## src/rtl/bqm_pkg.sv

```systemverilog
// Shared scheduler state, width helpers and special wait-time fill values for the bank queue manager.
// Pure declarations; no latency or backpressure.
package bqm_pkg;

   typedef enum logic [1:0] {IDLE, LOAD, DIV, STORE} sched_t;

   // Fill bits replicated across the wait-time width
   localparam logic WT_ZERO      = 1'b0;
   localparam logic WT_NO_TELLER = 1'b1;

   function automatic int calc_cw(input int depth);
      return $clog2(depth + 1);
   endfunction

   function automatic int calc_nw(input int cw, input int tw, input int svc);
      return cw + tw + $clog2(svc + 1);
   endfunction

endpackage

```

## src/rtl/bqm_divider.sv

```systemverilog
// Sequential restoring divider: one quotient bit per cycle, done pulses NW cycles after start.
// No backpressure; the quotient is held until the next start.
module bqm_divider #(
   parameter int NW = 7,
   parameter int DW = 2
) (
   input  logic          clk,
   input  logic          rst,
   input  logic          start,
   input  logic [NW-1:0] num,
   input  logic [DW-1:0] den,
   output logic [NW-1:0] quot,
   output logic          done
);

   localparam int              CNTW  = $clog2(NW + 1);
   localparam logic [CNTW-1:0] STEPS = CNTW'(NW);
   localparam logic [CNTW-1:0] ONE   = CNTW'(1);

   logic [NW-1:0]   dvd;
   logic [DW-1:0]   rem;
   logic [DW-1:0]   dreg;
   logic [CNTW-1:0] cnt;
   logic [DW:0]     rem_sh;
   logic            take;

   // Dividend bits shift out the top while quotient bits shift in at the bottom
   assign rem_sh = {rem, dvd[NW-1]};
   assign take   = rem_sh >= {1'b0, dreg};
   assign quot   = dvd;

   always_ff @(posedge clk or negedge rst) begin
      if (!rst) begin
         dvd  <= '0;
         rem  <= '0;
         dreg <= '0;
         cnt  <= '0;
         done <= 1'b0;
      end else if (start) begin
         dvd  <= num;
         rem  <= '0;
         dreg <= den;
         cnt  <= STEPS;
         done <= 1'b0;
      end else if (cnt != '0) begin
         dvd  <= {dvd[NW-2:0], take};
         rem  <= take ? rem_sh[DW-1:0] - dreg : rem_sh[DW-1:0];
         cnt  <= cnt - ONE;
         done <= (cnt == ONE);
      end else begin
         done <= 1'b0;
      end
   end

endmodule

```

## src/rtl/pbqm.sv

```systemverilog
// Multi-bank queue manager: photocell events to person counts, flags and a round-robin wait-time estimate.
// Count update 2 cycles after a sampled falling edge; wait time refreshed every N_BANKS*(NW+2) cycles; no backpressure.
module pbqm
   import bqm_pkg::*;
#(
   parameter int  N_BANKS  = 4,
   parameter int  DEPTH    = 7,
   parameter int  TW       = 2,
   parameter int  WW       = 5,
   parameter int  SVC_TIME = 3,
   localparam int CW       = calc_cw(DEPTH),
   localparam int NW       = calc_nw(CW, TW, SVC_TIME)
) (
   input  logic                  clk,
   input  logic                  rst,
   input  logic [N_BANKS-1:0]    frontPC,
   input  logic [N_BANKS-1:0]    backPC,
   input  logic [N_BANKS*TW-1:0] Tcount,
   output logic [N_BANKS*CW-1:0] Pcount,
   output logic [N_BANKS*WW-1:0] Wtime,
   output logic [N_BANKS-1:0]    full,
   output logic [N_BANKS-1:0]    empty,
   output logic [N_BANKS-1:0]    ovf_err,
   output logic [N_BANKS-1:0]    udf_err
);

   localparam int              IW       = (N_BANKS > 1) ? $clog2(N_BANKS) : 1;
   localparam int              DCW      = $clog2(NW + 1);
   localparam int              QW       = NW + WW;
   localparam logic [CW-1:0]   DEPTH_C  = CW'(DEPTH);
   localparam logic [NW-1:0]   SVC_N    = NW'(SVC_TIME);
   localparam logic [NW-1:0]   ONE_N    = NW'(1);
   localparam logic [QW-1:0]   WMAX     = QW'((1 << WW) - 1);
   localparam logic [IW-1:0]   LAST_IDX = IW'(N_BANKS - 1);
   localparam logic [DCW-1:0]  LAST_DIV = DCW'(NW - 1);

   logic [N_BANKS-1:0] f_s1, f_s2, f_prev, b_s1, b_s2, b_prev;
   logic [N_BANKS-1:0] ev_dn, ev_up;
   logic [CW-1:0]      pcnt [N_BANKS];
   logic [WW-1:0]      wt   [N_BANKS];

   // Synchronisers idle high so reset never fabricates a falling edge
   always_ff @(posedge clk or negedge rst) begin
      if (!rst) begin
         f_s1   <= '1;
         f_s2   <= '1;
         f_prev <= '1;
         b_s1   <= '1;
         b_s2   <= '1;
         b_prev <= '1;
      end else begin
         f_s1   <= frontPC;
         f_s2   <= f_s1;
         f_prev <= f_s2;
         b_s1   <= backPC;
         b_s2   <= b_s1;
         b_prev <= b_s2;
      end
   end

   assign ev_dn = f_prev & ~f_s2;
   assign ev_up = b_prev & ~b_s2;

   for (genvar b = 0; b < N_BANKS; b++) begin : g_bank
      logic [CW-1:0] cnt_q, cnt_d;
      logic          at_max, at_min, full_q, empty_q, ovf_q, udf_q;

      assign at_max = (cnt_q == DEPTH_C);
      assign at_min = (cnt_q == '0);

      always_comb begin
         cnt_d = cnt_q;
         if (ev_up[b] && !ev_dn[b] && !at_max)
            cnt_d = cnt_q + CW'(1);
         else if (ev_dn[b] && !ev_up[b] && !at_min)
            cnt_d = cnt_q - CW'(1);
      end

      // Flags come from the next count so they move in the same cycle as Pcount
      always_ff @(posedge clk or negedge rst) begin
         if (!rst) begin
            cnt_q   <= '0;
            full_q  <= 1'b0;
            empty_q <= 1'b1;
            ovf_q   <= 1'b0;
            udf_q   <= 1'b0;
         end else begin
            cnt_q   <= cnt_d;
            full_q  <= (cnt_d == DEPTH_C);
            empty_q <= (cnt_d == '0);
            if (ev_up[b] && !ev_dn[b] && at_max) ovf_q <= 1'b1;
            if (ev_dn[b] && !ev_up[b] && at_min) udf_q <= 1'b1;
         end
      end

      assign pcnt[b]              = cnt_q;
      assign Pcount[b*CW +: CW]   = cnt_q;
      assign Wtime[b*WW +: WW]    = wt[b];
      assign full[b]              = full_q;
      assign empty[b]             = empty_q;
      assign ovf_err[b]           = ovf_q;
      assign udf_err[b]           = udf_q;
   end

   sched_t         state, state_nxt;
   logic [IW-1:0]  idx;
   logic [DCW-1:0] dcnt;
   logic [CW-1:0]  p_cur, p_snap;
   logic [TW-1:0]  t_cur, t_snap;
   logic [NW-1:0]  num, quot;
   logic [QW-1:0]  q_ext;
   logic [WW-1:0]  w_val;
   logic           div_start, div_done;

   assign p_cur = pcnt[idx];
   assign t_cur = Tcount[idx*TW +: TW];
   assign num   = SVC_N * (NW'(p_cur) + NW'(t_cur) - ONE_N);
   assign q_ext = QW'(quot);

   bqm_divider #(.NW(NW), .DW(TW)) u_div (
      .clk   (clk),
      .rst   (rst),
      .start (div_start),
      .num   (num),
      .den   (t_cur),
      .quot  (quot),
      .done  (div_done)
   );

   always_comb begin
      state_nxt = state;
      div_start = 1'b0;
      case (state)
         IDLE:  state_nxt = LOAD;
         LOAD: begin
            div_start = 1'b1;
            state_nxt = DIV;
         end
         DIV:   if (dcnt == LAST_DIV) state_nxt = STORE;
         STORE: state_nxt = LOAD;
         default: state_nxt = IDLE;
      endcase
   end

   // Special cases use the snapshot, matching the numerator the divider saw
   always_comb begin
      w_val = q_ext[WW-1:0];
      if (p_snap == '0)
         w_val = {WW{WT_ZERO}};
      else if (t_snap == '0)
         w_val = {WW{WT_NO_TELLER}};
      else if (q_ext > WMAX)
         w_val = '1;
   end

   always_ff @(posedge clk or negedge rst) begin
      if (!rst) state <= IDLE;
      else      state <= state_nxt;
   end

   always_ff @(posedge clk or negedge rst) begin
      if (!rst) begin
         idx    <= '0;
         dcnt   <= '0;
         p_snap <= '0;
         t_snap <= '0;
         for (int i = 0; i < N_BANKS; i++) wt[i] <= '0;
      end else begin
         case (state)
            LOAD: begin
               p_snap <= p_cur;
               t_snap <= t_cur;
               dcnt   <= '0;
            end
            DIV: dcnt <= dcnt + DCW'(1);
            STORE: begin
               if (div_done) wt[idx] <= w_val;
               idx <= (idx == LAST_IDX) ? '0 : idx + IW'(1);
            end
            default: ;
         endcase
      end
   end

endmodule

```

## config.mk

```make
export PLATFORM = sky130hd
export DESIGN_NAME = pbqm
export DESIGN_NICKNAME = d
export VERILOG_FILES = /design/src/rtl/bqm_pkg.sv /design/src/rtl/bqm_divider.sv /design/src/rtl/pbqm.sv
export SDC_FILE = /design/constraint.sdc
export NUM_CORES = 1
export LEC_CHECK = 0
export BUFFER_PORTS_ARGS = -buffer_cell sky130_fd_sc_hd__buf_2
export CAP_MARGIN = 20
export CORE_ASPECT_RATIO = 1.2
export CORE_UTILIZATION = 57
export DETAILED_ROUTE_END_ITERATION = 10
export PLACE_DENSITY_LB_ADDON = 0.2
export SYNTH_ARGS = -nofsm -noshare
export SYNTH_HDL_FRONTEND = slang
export SYNTH_SLANG_ARGS = --single-unit
```

## constraint.sdc

```tcl
create_clock -name clk -period 4.1 [get_ports clk]
set_input_delay 1.025 -clock clk [delete_from_list [all_inputs] [get_ports clk]]
set_output_delay 1.025 -clock clk [all_outputs]
set_load 0.01 [all_outputs]
```

==> impl_metrics.toml, run 1 <==
[finish]
mostFrequentLayoutCell = "dfrtp_1"
nets = 545
n_antenna_cell = 0
layout_common_cells = "dfrtp_1 (69), buf_2 (64), nand2_1 (44), o21ai_0 (43), ha_1 (38)"
drive_gt1_share_pct = 24.9
final_cell_count_no_fill = 588
syn_to_final_growth_pct = 10.6

[clock_tree]
htreeDepth = 3
cts_tree = "done"
path_clk_slew_ps = 90
cts_sinks = 97
cts_resized = 0
cts_root_buf = "clkbuf_8"
insertion_delay_ps = 350
hold_buffers = 0
cts_inserted_buffers = 9
cts_setup_buffers = 0
clock_path_buffers = 2

[synthesis]
syn_avg_cell_area_um2 = 10.9
synth_compound_area_share_pct = 10.1
syn-num-nets = 489
synth_cell_types = 42
synthFlopType = "dfrtp_1"
yosys_register_bits = 97
synthAdderAreaFrac_pct = 10.5
yosys.area_share.simple_pct = 12.9
synth-edff-count = 0
yosys-mux-area-fraction_pct = 6.67
synth_top_family_by_area = "simple AND/OR/NAND/NOR gates"
seq_area_frac_synth_pct = 52.1
async_flop_share_pct = 100
syn-instance-count = 432
yosys.area_share.xor_xnor_pct = 2.04
syn-cell-area_um2 = 4720
yosysWarningCount = 0

[drt]
drt-total-wl_mm = 8.37
viasPerCell = 5.44
drtAntennaViolNets = 0
drc = 0
firstDrtPassIters = 4
drtIter0Drc = 140
drt-wirelength-per-cell_um = 14.2
vias = 3197

[setup_path]
r2r_cells = 12
timing.rr.start = "idx[0]"
r2r_setup_slack_ps = 560
critical_path_required_ps = 4380
critical_path_class = "flop to flop"
cp-end-kind = "flop"
cp_max_fo = 9
arrival_ps = 3820
reg2reg_to = "u_div.quot[4]"
cp-start-kind = "flop"

[status]
status = "complete, no violations"

[sta]
skew_ps = 9.45
slew_headroom_pct = 38.8
fmax_ghz = 0.283
worst_pin_slew_ps = 918
final-hold-violation-count = 0
setup_tns_ps = 0
setup_violations = 0
holdWs_ps = 359
drv_slew = 0
rsz0062_at_grt = "no"
fin_crit_ps = 3540
fin_ws_ps = 563
min_period_over_period_pct = 86.3

[floorplanning]
dieArea_um2 = 8660
initial_utilization_pct = 58.6
core_um2 = 8060
die_h_um = 102
io_pins = 66
num_rows = 36
die_w_um = 85.1

[pwr]
clockPowerShare_pct = 17.1
finalPower_w = 0.00353
p_seq_share_pct = 41.4
p_sw_w = 0.00133
peakVddDrop_v = 0.000280
power.leakage_nw = 2.55
power_density_nw_per_um2 = 675
p_comb_share_pct = 41.5
p_int_w = 0.00219
power.share.switching_pct = 37.8

[global_routing]
grt_pass1_wl_mm = 14.0
grt_overflow = 0
track_usage_pct = 21.2
grt_pass1_vias = 3045
grt_antenna_before_repair = 0
grt_max_degree = 44

[hold_path]
hold-path-endpoint = "b_s2[0]"
hp-start = "b_s1[0]"
min_path_type = "flop to flop"
hold_depth = 0

[placed_design]
port_buffers = 65
dp.cells = 572
dpl.hpwl_mm = 6.23
post-place-ws_ps = 250
place_congestion = 0.871

[job]
max_cap_viol_count = 0
synthesized netlist by cell type, types with 2 or more instances:
master / number / area [µm²]
a211o_1: 2 / 17.5
a211oi_1: 7 / 52.6
a21o_1: 3 / 22.5
a21oi_1: 11 / 55.1
a31o_2: 4 / 35.0
and3_1: 4 / 25.0
buf_2: 2 / 10.0
buf_4: 16 / 120
clkbuf_1: 4 / 15.0
dfrtp_1: 69 / 1730
dfstp_2: 28 / 736
ha_1: 38 / 475
inv_1: 30 / 113
mux2_2: 6 / 67.6
mux2i_1: 11 / 110
mux4_1: 3 / 78.8
mux4_2: 2 / 45.0
nand2_1: 44 / 165
nand2b_1: 15 / 93.8
nand3_1: 7 / 35.0
nand4_1: 3 / 18.8
nor2_1: 28 / 105
nor2b_1: 11 / 68.8
nor3_1: 8 / 40.0
nor4_1: 2 / 12.5
o21a_1: 2 / 15.0
o21ai_0: 43 / 215
o21bai_1: 3 / 22.5
o22ai_1: 2 / 12.5
or3_1: 3 / 18.8
xnor2_1: 7 / 61.3
xor2_1: 4 / 35.0
metrics by stage:
step	utilization, %	area, µm²
4_1_cts	64.8	5230
5_1_grt	64.8	5230
3_3_place_gp	62.5	5040
6_report	64.8	5230
2_1_floorplan	-	4720
3_5_place_dp	62.5	5040
how the worst max path moves through the flow:
stage                    from             to  slack (ps)  cells past startpoint
floorplan           Tcount[3]  u_div.quot[4]         470                     12
global route           idx[0]  u_div.quot[4]         310                     12
global placement    Tcount[3]  u_div.quot[4]         300                     13
detailed placement  Tcount[3]  u_div.quot[4]         250                     13
finish                 idx[0]  u_div.quot[4]         560                     12
CTS                    idx[0]  u_div.quot[4]         560                     12
state kept, by name (all words and copies together), names as in the netlist, 3 cells and up:
| signal | cells |
|---|---|
| g_bank.udf_q | 4 |
| f_prev | 4 |
| b_prev | 4 |
| Wtime | 20 |
| f_s2 | 4 |
| g_bank.full_q | 4 |
| u_div.cnt | 3 |
| g_bank.empty_q | 4 |
| g_bank.ovf_q | 4 |
| f_s1 | 4 |
| b_s2 | 4 |
| b_s1 | 4 |
| g_bank.cnt_q | 12 |
| dcnt | 3 |
| p_snap | 3 |
| u_div.quot | 7 |
layer usage:
metal / wire length, µm / global-route usage (%)
met4: 218 / 8.87
met3: 303 / 5.79
met5: 0 / 0
met1: 3660 / 24.5
met2: 4190 / 37.2
power groups by stage:
stage | registers (W) | logic, W | clock network, W
after floorplan | 0.00149 | 0.00104 | 0
after global placement | 0.00147 | 0.00142 | 0
after detailed placement | 0.00148 | 0.00147 | 0
after CTS | 0.00147 | 0.00147 | 0.000622
after global routing | 0.00150 | 0.00167 | 0.000654
final | 0.00146 | 0.00146 | 0.000602
logic make-up (layout without fill, tap and decap cells):
family                   Yosys count  after routing
multiplexers                      23             23
flip-flops                        97             97
AND/OR/NAND/NOR                  128            128
buffers and inverters             53            114
adder cells (fa/ha/maj)           39             39
XOR/XNOR                          11             11
AO/OA/AOI/OAI                     81             81
layout make-up:
type	count	area, µm²
Fill cell	666	2840
Sequential cell	97	2460
Multi-Input combinational cell	282	1990
Timing Repair Buffer	68	350
Clock buffer	12	135
Tap cell	95	119
Inverter	30	113
Clock inverter	4	53.8
critical path, stage by stage, from the launching register on:
cell	delay [ps]
dfrtp_1	620
mux4_1	640
inv_1	100
ha_1	240
ha_1	260
inv_1	60
ha_1	240
ha_1	300
a21o_1	210
or3b_2	450
nand4_1	100
o21ai_0	110
a21oi_1	160
Power figures use the tool's default switching activity.
==> inputs of run 2 (changes only) <==
==> constraint.sdc (replaced) <==
create_clock -name clk -period 4.1 [get_ports clk]
set_input_delay 0.41 -clock clk [delete_from_list [all_inputs] [get_ports clk]]
set_output_delay 0.41 -clock clk [all_outputs]
set_load 0.01 [all_outputs]
==> run 2 against run 1 <==
Against the previous run: register-to-register slack worse by 40 ps; cell count down 0.34%; routed wire length down 1.6%; die area unchanged; sequential share of layout area up 0.14 points; clock skew up 1.9 ps; clock power up 1%; sequential cell count unchanged; maximum frequency down 0.98%; power down 0.71%; largest cell class unchanged; non-clock buffer count down 2; via count down 1.5%.
==> impl_metrics.toml, run 2 (synthesis gave the netlist of run 1 again) <==
[sta]
setup_violations = 0
rsz0062_at_grt = "no"
final-hold-violation-count = 0
drv_slew = 0
worst_pin_slew_ps = 919
min_period_over_period_pct = 87.1
fmax_ghz = 0.280
slew_headroom_pct = 38.7
fin_crit_ps = 3570
setup_tns_ps = 0
skew_ps = 11.4

[placed_design]
dpl.hpwl_mm = 6.08
port_buffers = 65
place_congestion = 0.782

[clock_tree]
hold_buffers = 0
cts_tree = "done"
cts_setup_buffers = 0
insertion_delay_ps = 370
cts_resized = 0
path_clk_slew_ps = 90
htreeDepth = 3
cts_root_buf = "clkbuf_8"
clock_path_buffers = 2
cts_sinks = 97
cts_inserted_buffers = 9

[global_routing]
grt_max_degree = 73
grt_pass1_vias = 2984
grt_overflow = 0
grt_antenna_before_repair = 0
grt_pass1_wl_mm = 13.8
track_usage_pct = 20.7

[floorplanning]
die_w_um = 85.1
initial_utilization_pct = 58.6
num_rows = 36
die_h_um = 102
core_um2 = 8060
io_pins = 66
dieArea_um2 = 8660

[setup_path]
arrival_ps = 3860
reg2reg_to = "u_div.quot[4]"
r2r_cells = 12
timing.rr.start = "idx[0]"
critical_path_required_ps = 4390
critical_path_class = "flop to flop"
r2r_setup_slack_ps = 530
cp_max_fo = 9
cp-start-kind = "flop"
cp-end-kind = "flop"

[hold_path]
hold-path-endpoint = "f_s1[2]"
min_path_type = "primary input to flop"
hp-start = "frontPC[2]"
hold_depth = 1

[finish]
n_antenna_cell = 0
postLayoutCoreUtil_pct = 64.6
nFillCells = 680
drive_gt1_share_pct = 24.6
largest_register_ffs = 20
layout_common_cells = "dfrtp_1 (69), buf_2 (64), nand2_1 (44), o21ai_0 (43), ha_1 (38)"
nets = 543
mostFrequentLayoutCell = "dfrtp_1"
syn_to_final_growth_pct = 10.3

[drt]
drt-total-wl_mm = 8.24
vias = 3149
drc = 0
drt-wirelength-per-cell_um = 14.1
drtAntennaViolNets = 0
firstDrtPassIters = 4
viasPerCell = 5.37
drtIter0Drc = 91

[pwr]
peakVddDrop_v = 0.000290
power.leakage_nw = 2.55
power_density_nw_per_um2 = 672

[job]
max_cap_viol_count = 0

[status]
status = "complete, no violations"
run 2: cell count changes in the layout (fill, tap and decap cells not counted), sizes merged:
| cell | change |
|---|---|
| buf | -2 |
| clkinvlp | -2 |
| inv | +2 |
run 2: final cells by class:
class	instances	area [µm²]	share of cell area, %
Clock inverter	4	53.8	1.03
Clock buffer	12	135	2.59
Sequential cell	97	2460	47.3
Inverter	30	113	2.16
Timing Repair Buffer	66	335	6.43
Tap cell	95	119	2.28
Multi-Input combinational cell	282	1990	38.2
run 2: worst max-delay path by stage:
stage,from,to,cells after the start
final,idx[0],u_div.quot[4],12
after global routing,idx[0],u_div.quot[4],12
after CTS,idx[0],u_div.quot[4],12
after detailed placement,idx[0],u_div.quot[4],12
after global placement,idx[0],u_div.quot[4],12
after floorplan,idx[0],u_div.quot[4],13
run 2: per-layer routing:
metal / up-vias / wire length, µm / global-route usage [%]
met1: 1513 / 3590 / 24.3
met4: 0 / 105 / 7.17
met3: 10 / 294 / 4.40
met2: 56 / 4240 / 37.5
met5: - / 0 / 0
li1: 1570 / - / -
run 2: metrics by stage:
stage / instances / hold slack [ps] / power, W / worst slack (ps) / instance area [µm²]
floorplan: 432 / 114 / 0.00253 / 933 / 4720
global placement: 570 / 346 / 0.00287 / 635 / 5020
detailed placement: 570 / 347 / 0.00292 / 545 / 5020
CTS: 586 / 111 / 0.00355 / 510 / 5210
global route: 586 / 114 / 0.00380 / 254 / 5210
finish: 586 / 134 / 0.00350 / 528 / 5210
run 2: power by group:
group | internal (W) | switching, W
clock network | 0.000287 | 0.000322
registers | 0.00125 | 0.000213
logic | 0.000643 | 0.000788
run 2: critical path, cell delays in order, from the launching register on:
cell	delay, ps
dfrtp_1	600
mux4_1	660
inv_1	90
ha_1	220
ha_1	250
inv_1	50
ha_1	310
ha_1	320
a21o_1	210
or3b_2	440
nand4_1	100
o21ai_0	90
a21oi_1	150
